$ cat config.mk
export PLATFORM = sky130hd
export DESIGN_NAME = fft8_twiddle_sequencer
export DESIGN_NICKNAME = d
export VERILOG_FILES = /design/src/rtl/fft8_twiddle_sequencer_pkg.sv /design/src/rtl/fft8_twiddle_sequencer_valid_delay.sv /design/src/rtl/fft8_twiddle_sequencer.sv
export SDC_FILE = /design/constraint.sdc
export NUM_CORES = 1
export LEC_CHECK = 0
export ABC_AREA = 0
export CAP_MARGIN = 20
export CORE_UTILIZATION = 44
export DETAILED_ROUTE_END_ITERATION = 7
export PLACE_DENSITY = 0.85
export SLEW_MARGIN = 20
export SYNTH_ARGS = -nofsm -noshare
export SYNTH_HDL_FRONTEND = slang
export SYNTH_SLANG_ARGS = --single-unit
$ cat constraint.sdc
create_clock -name CLK -period 2.31 [get_ports CLK]
set_input_delay 0.462 -clock CLK [delete_from_list [all_inputs] [get_ports CLK]]
set_output_delay 0.462 -clock CLK [all_outputs]
set_load 0.02 [all_outputs]
$ cat src/rtl/fft8_twiddle_sequencer_pkg.sv
// fft8_pkg: shared definitions for the 8-point radix-2 DIT FFT twiddle
// sequencer.
//   TW_W             twiddle part width (Q2.10, 1.0 = 1024)
//   TW_ONE, TW_C45   Q2.10 constants for 1.0 and cos(45 deg)
//   stage_e          sequencer state (IDLE, STG0, STG1, STG2)
//   tw_lookup(n, inverse)
//                    W8^n twiddle packed as {re, im}; the sign of im is
//                    flipped for the inverse transform
package fft8_pkg;

  localparam int unsigned TW_W = 12;

  localparam logic signed [TW_W-1:0] TW_ONE = 12'sd1024;
  localparam logic signed [TW_W-1:0] TW_C45 = 12'sd724;

  typedef enum logic [1:0] {
    IDLE = 2'd0,
    STG0 = 2'd1,
    STG1 = 2'd2,
    STG2 = 2'd3
  } stage_e;

  function automatic logic [2*TW_W-1:0] tw_lookup(input logic [2:0] n,
                                                  input logic       inverse);
    logic signed [TW_W-1:0] re;
    logic signed [TW_W-1:0] im;
    case (n)
      3'd1:    begin re = TW_C45;  im = -TW_C45; end
      3'd2:    begin re = '0;      im = -TW_ONE; end
      3'd3:    begin re = -TW_C45; im = -TW_C45; end
      // n = 4..7 never occurs in an 8-point frame
      default: begin re = TW_ONE;  im = '0;      end
    endcase
    if (inverse) im = -im;
    return {re, im};
  endfunction

endpackage

$ cat src/rtl/fft8_twiddle_sequencer_valid_delay.sv
// fft8_valid_delay: shift register that delays a 1-bit strobe by DEPTH
// clock cycles.
//   CLK   clock
//   RST   asynchronous active-high reset, clears the whole line
//   din   strobe in
//   dout  strobe delayed by DEPTH cycles
module fft8_valid_delay #(
  parameter int unsigned DEPTH = 1
) (
  input  logic CLK,
  input  logic RST,
  input  logic din,
  output logic dout
);

  logic [DEPTH-1:0] sr;

  always_ff @(posedge CLK or posedge RST) begin
    if (RST) begin
      sr <= '0;
    end else begin
      sr[0] <= din;
      for (int unsigned i = 1; i < DEPTH; i++) begin
        sr[i] <= sr[i-1];
      end
    end
  end

  assign dout = sr[DEPTH-1];

endmodule

$ cat src/rtl/fft8_twiddle_sequencer.sv
// fft8_twiddle_sequencer: takes the 12 lower-leg butterfly samples of one
// 8-point frame (3 stages x 4), pairs each with its W8^n twiddle and
// registers both onto the complex multiplier inputs.
//   CLK, RST                clock, asynchronous active-high reset
//   start                   begins a frame (honoured only in IDLE)
//   in_valid, in_ready      sample handshake; in_ready high in STG0..STG2
//   in_real, in_img         signed sample, DATA_WIDTH each
//   data_real, data_img     registered sample to multiplier IN0
//   tw_real, tw_img         registered Q2.10 twiddle to multiplier IN1
//   out_valid, out_stage    output strobe and stage tag (0..2)
//   mul_valid               out_valid delayed MUL_LATENCY (1..4) cycles
//   frame_done              pulses with the output of the 12th sample
module fft8_twiddle_sequencer
  import fft8_pkg::*;
#(
  parameter int unsigned DATA_WIDTH  = 8,
  parameter int unsigned TW_WIDTH    = 12,
  parameter int unsigned MUL_LATENCY = 1,
  parameter bit          INVERSE     = 1'b0
) (
  input  logic                  CLK,
  input  logic                  RST,
  input  logic                  start,
  input  logic                  in_valid,
  input  logic [DATA_WIDTH-1:0] in_real,
  input  logic [DATA_WIDTH-1:0] in_img,
  output logic                  in_ready,
  output logic [DATA_WIDTH-1:0] data_real,
  output logic [DATA_WIDTH-1:0] data_img,
  output logic [TW_WIDTH-1:0]   tw_real,
  output logic [TW_WIDTH-1:0]   tw_img,
  output logic                  out_valid,
  output logic [1:0]            out_stage,
  output logic                  mul_valid,
  output logic                  frame_done
);

  stage_e             state;
  logic [1:0]         k;
  logic               accept;
  logic [2:0]         n;
  logic [1:0]         stage_idx;
  stage_e             next_stage;
  logic [2*TW_W-1:0]  tw;
  logic signed [TW_W-1:0] tw_re;
  logic signed [TW_W-1:0] tw_im;

  assign in_ready = (state != IDLE);
  assign accept   = in_valid && in_ready;

  always_comb begin
    n          = 3'd0;
    stage_idx  = 2'd0;
    next_stage = IDLE;
    case (state)
      STG0: begin n = 3'd0;          stage_idx = 2'd0; next_stage = STG1; end
      STG1: begin n = {k[0], 1'b0};  stage_idx = 2'd1; next_stage = STG2; end
      STG2: begin n = {1'b0, k};     stage_idx = 2'd2; next_stage = IDLE; end
      default: ;
    endcase
  end

  assign tw    = tw_lookup(n, INVERSE);
  assign tw_re = tw[2*TW_W-1:TW_W];
  assign tw_im = tw[TW_W-1:0];

  always_ff @(posedge CLK or posedge RST) begin
    if (RST) begin
      state      <= IDLE;
      k          <= '0;
      data_real  <= '0;
      data_img   <= '0;
      tw_real    <= '0;
      tw_img     <= '0;
      out_valid  <= 1'b0;
      out_stage  <= '0;
      frame_done <= 1'b0;
    end else begin
      out_valid  <= accept;
      frame_done <= accept && (state == STG2) && (k == 2'd3);
      if (state == IDLE) begin
        if (start) state <= STG0;
      end else if (accept) begin
        // k wraps 3->0 by overflow exactly when the stage advances
        k <= k + 2'd1;
        if (k == 2'd3) state <= next_stage;
      end
      if (accept) begin
        data_real <= in_real;
        data_img  <= in_img;
        tw_real   <= TW_WIDTH'(tw_re);
        tw_img    <= TW_WIDTH'(tw_im);
        out_stage <= stage_idx;
      end
    end
  end

  fft8_valid_delay #(
    .DEPTH(MUL_LATENCY)
  ) u_mul_dly (
    .CLK  (CLK),
    .RST  (RST),
    .din  (out_valid),
    .dout (mul_valid)
  );

endmodule
Word-level counts from Yosys, hierarchy flattened --
Cells that the tools add are included.
Word-level totals: bits in registers 49, bits in latches 0, RAM bits 0, ROM bits 0, output and inout port bits 46, logic and storage cells 39, memories kept 0
Operators by class: add/subtract/negate cells 1, $mul 0, divide/modulo/power cells 0, magnitude comparators 0, equality and inequality tests 8, shift operators 0, mux-type cells 9, bitwise operators 1, reduce and logical (&&, ||, !) cells 10
Operators with widths (number):
- $pmux 12 s3 | 1
- $pmux 12 s2 | 1
- $pmux 2 s2 | 3
- $mux 2 | 4
- $eq 2x2->1 const B | 3
- $eq 3x2->1 const B | 2
- $reduce_bool 2->1 | 3
- $eq 3x1->1 const B | 1
- $logic_and 1x1->1 | 3
- $reduce_and 3->1 | 1
- $add 2x1->2 const B | 1
- $eq 2x1->1 const B | 1
- $logic_not 2->1 | 1
- $ne 2x2->1 const B | 1
- $reduce_and 2->1 | 1
- $reduce_or 2->1 | 1
- $not 1->1 | 1

Longest topological paths before layout --
depth in word-level cells 5, mapped depth 7, mapped depth without buffers 7

Modules after synthesis --
From an unflattened synthesis, not the netlist that was laid out.
Unflattened totals: cells, all modules 152, area total of the unflattened synthesis 1440.1 um^2
By module, submodules not included:
- fft8_twiddle_sequencer | instances 1, cells each 150, area each 1411.4 um^2, sequential area each 725.7 um^2
- fft8_valid_delay | instances 1, cells each 2, area each 28.8 um^2, sequential area each 25.0 um^2

Worst setup path after synthesis --
Ideal clock, no wire load.
path kind register to register, from register state[0], to register tw_real[10], library setup time 0.083 ns, data arrival time 1.291 ns, data required time 2.227 ns, path slack 0.937 ns, cell stages (with the launch flop) 6, clock period less this slack 1.373 ns, cell sequence dfrtp_1 -> inv_1 -> ha_1 -> a22oi_1 -> ha_1 -> o21ai_0
Between the ends: word-level cells in the longest chain between the ends 4
Ends and longest elaborated chain:
- start, declared | RTL line fft8_twiddle_sequencer.sv:38 | stage_e state;
- start signal, assigned | RTL line fft8_twiddle_sequencer.sv:86 | if (k == 2'd3) state <= next_stage;
- $eq 2x2->1 | RTL line fft8_twiddle_sequencer.sv:55 | case (state)
- $pmux 2 s2 | RTL line fft8_twiddle_sequencer.sv:55
- $eq 3x2->1 / $eq 3x1->1 (equally long branches) | RTL line fft8_twiddle_sequencer_pkg.sv:27 | case (n)
- $pmux 12 s3 | RTL line fft8_twiddle_sequencer_pkg.sv:27
- end signal, assigned | RTL line fft8_twiddle_sequencer.sv:91 | tw_real <= TW_WIDTH'(tw_re);
- end, declared | RTL line fft8_twiddle_sequencer.sv:30 | output logic [TW_WIDTH-1:0] tw_real,
Several ways; a longest one is shown, not always the timed one. A chain may end at the register's enable or synchronous reset.

Worst setup path after layout --
from register state[1], to output port in_ready
Between the ends: word-level cells in the longest chain between the ends 1
Ends and longest elaborated chain:
- $reduce_bool 2->1 | RTL line fft8_twiddle_sequencer.sv:48 | assign in_ready = (state != IDLE);
- end, declared | RTL line fft8_twiddle_sequencer.sv:27 | output logic in_ready,
Every way passes these cells.

==> flow_summary_export.csv <==
group,metric,value,unit
run_status,run_status,"completed",
power,power.share.switching,0.395,
grt,grt_ovf,0,
finish,post-route-util,0.649,
power,internal-power,1.65,mW
cts,ctsRootBufferMaster,"sky130_fd_sc_hd__clkbuf_4",
cts,clock_tree.htree_level_count,2,
placed_design,port_buffers,57,
grt,grt_use_met2,0.282,
floorplanning,die_w,59.1,um
timing,totalNegativeSetupSlack,0,ps
synthesis,seq_area_frac_synth,0.523,
cts,tritoncts,"built",
synthesis,synth_top_cells_by_area,"sky130_fd_sc_hd__dfrtp_1, sky130_fd_sc_hd__nand2_1, sky130_fd_sc_hd__buf_4, sky130_fd_sc_hd__ha_1, sky130_fd_sc_hd__buf_6",
synthesis,postSynthCellCount,151,
power,total_switching_power,1.07,mW
cts,clock_tree.buffer_depth,2,
grt,use_met3,0.0808,
synthesis,post-synth-top-area-cell,"sky130_fd_sc_hd__dfrtp_1",
cts,holdBufCountCts,0,
worst_setup_path,timing.critical_path.from_type,"flip-flop",
floorplanning,fp.coreArea,0.00308,mm^2
worst_hold_path,timing.hold.worst.class,"flip-flop to flip-flop",
floorplanning,boundaryPins,66,
floorplanning,floorplan.die.height,59.1,um
grt,globalRouteTotalUtil,0.167,
power,worst_ir_drop_vdd,0.610,mV
grt,first_pass_grt_wire_length,4.29,mm
cts,tritoncts.num_buffers,5,
timing,slew_violations,0,
grt,grt_start_max_net_pins,31,
timing,fmaxAchievable,476,MHz
timing,timing.final.crit_share,0.910,
synthesis,avgSynthCellArea,9.51,um^2
finish,final_cell_mix,"sky130_fd_sc_hd__nand2_1, sky130_fd_sc_hd__clkdlybuf4s50_1, sky130_fd_sc_hd__dfrtp_1",
cts,cts.sinks,30,
timing,final_hold_viol_count,0,
synthesis,synth.lib_cells_used.distinct,16,
power,post-layout-total-power,2.72,mW
cts,cts_resized,0,
cts,worst_skew_late_latency,310,ps
grt,top_usage_layer,"met2",
run,drv.max_cap_violation_count,0,
timing,finalCriticalPeriod,2100,ps
finish,final_common_cell,"sky130_fd_sc_hd__nand2_1",
routing,drc_errors,0,
placed_design,globalplace.congestion,0.689,
power,comb_power_share,0.531,
finish,synthesis_to_layout_area_growth,39.1,%
grt,grt_pass1_vias,1004,
cts,cts_post_setup_buffers_inserted,0,
power,power_density,1360,mW/mm^2
worst_setup_path,crit_fanout,5,
finish,num_antenna_cells,0,
worst_setup_path,worst-setup-path-type,"flip-flop to primary output",
timing,report.final.setup_viol,0,
power,leakagePower,1.01,nW
cts,cts.reportedPaths.clkPinSlew,90,ps
finish,design.final.nets,230,
finish,drive_above_1_share,0.0693,
synthesis,synth_warnings,0,
floorplanning,die_area,0.00350,mm^2
synthesis,synthesis.area,0.00144,mm^2
routing,drtPass1Iterations,4,
worst_setup_path,worst_ep_arrival_time,1640,ps
routing,remaining_antenna_violation_count,0,
routing,post_drt_via_cell_ratio,4.22,
power,clock_power_share,0.136,
timing,clock-skew-final,1.91,ps
placed_design,dp_hpwl,1.83,mm
worst_setup_path,required,1850,ps
floorplanning,start_util,0.467,
power,seqPwrFrac,0.332,
floorplanning,placementRows,20,
grt,grt.met1_usage,0.185,
synthesis,netlist.area_leader.share,0.523,
routing,routed_wire_length,2.44,mm
routing,wire_per_inst,9.92,um
routing,total_via_count_in_the_routed_design,1039,
grt,antenna_violations_before_repair,0,
timing,rsz_0062_raised_after_global_routing,"no",
synthesis,synth-seq-cells,30,
routing,detail_route.iter0.violations,42,
worst_setup_path,crit_path_end_kind,"primary output",
-- path summary, 6_finish.rpt --
path	from	endpoint	slack (ps)	depth (start not counted)
worst max register to register	state[0]$_DFFE_PP0P_	frame_done$_DFF_PP0_	680	6
worst min register to register	out_valid$_DFF_PP0_	u_mul_dly.dout$_DFF_PP0_	380	0
worst min-delay path	out_valid$_DFF_PP0_	u_mul_dly.dout$_DFF_PP0_	380	0
worst max-delay path	state[1]$_DFFE_PP0P_	in_ready	210	4
max in group asynchronous	RST	data_img[2]$_DFFE_PP0P_	1530	3
min in group asynchronous	RST	data_real[5]$_DFFE_PP0P_	510	3
-- power by group through the flow --
stage	Combinational (mW)	Sequential [mW]	Clock (mW)
6_report	1.45	0.903	0.371
5_1_grt	1.60	0.936	0.415
4_1_cts	1.47	0.907	0.389
3_5_place_dp	1.46	0.918	0
3_3_place_gp	1.44	0.902	0
2_1_floorplan	0.694	1.14	0
-- layout make-up --
cell class | count | area, um^2
clock buffers | 8 | 78.8
multi-input cells | 97 | 494
well taps | 44 | 55.1
fillers | 254 | 1080
flip-flops and latches | 30 | 751
inverters | 7 | 26.3
repair buffers | 60 | 593
-- cell families after synthesis --
| logic type | after synthesis | share of synthesized area |
|---|---|---|
| fa+ha+maj | 9 | 0.0784 |
| buf+inv | 31 | 0.152 |
| flops | 30 | 0.523 |
| compound gates | 4 | 0.0157 |
| xor+xnor | 1 | 0.00610 |
| simple gates | 72 | 0.199 |
| mux | 3 | 0.0244 |
| other cells | 1 | 0.00261 |
-- synth_stat cells --
master and instances:
sky130_fd_sc_hd__and3_1 1, sky130_fd_sc_hd__buf_6 3, sky130_fd_sc_hd__buf_4 21, sky130_fd_sc_hd__nor2_1 2
sky130_fd_sc_hd__o21ai_0 3, sky130_fd_sc_hd__nand2_1 67, sky130_fd_sc_hd__dfrtp_1 30, sky130_fd_sc_hd__ha_1 9
sky130_fd_sc_hd__nand2b_4 1, sky130_fd_sc_hd__nor2_2 1, sky130_fd_sc_hd__inv_1 7, sky130_fd_sc_hd__conb_1 1
sky130_fd_sc_hd__mux2i_1 2, sky130_fd_sc_hd__xnor2_1 1, sky130_fd_sc_hd__a22oi_1 1, sky130_fd_sc_hd__mux2_4 1
-- critical path, cell delays in order, from the launching register on --
cell	delay (ps)
sky130_fd_sc_hd__dfrtp_1	420
sky130_fd_sc_hd__inv_1	80
sky130_fd_sc_hd__ha_1	190
sky130_fd_sc_hd__inv_1	50
sky130_fd_sc_hd__clkdlybuf4s50_1	590
-- metrics by stage --
step / instances / area [um^2] / hold slack [ps] / worst slack, ps
CTS: 246 / 2000 / 391 / 175
floorplan: 158 / 1460 / 470 / 937
global placement: 238 / 1920 / 367 / 537
global route: 246 / 2000 / 396 / 70.8
finish: 246 / 2000 / 382 / 208
detailed placement: 238 / 1920 / 370 / 524
-- flip-flops by register name, indices dropped and copies added, names as in the netlist, 2 cells and up --
register / flops
state: 2
out_stage: 2
data_img: 8
data_real: 8
tw_real: 4
k: 2
-- per-layer routing --
| layer | wire length, um | share of wire | vias up |
|---|---|---|---|
| met3 | 207 | 0.085 | 0 |
| met5 | 0 | 0 | - |
| met4 | 0 | 0 | 0 |
| li1 | - | - | 530 |
| met2 | 1210 | 0.50 | 45 |
| met1 | 1020 | 0.42 | 464 |
(Power assumes the default switching activity.)
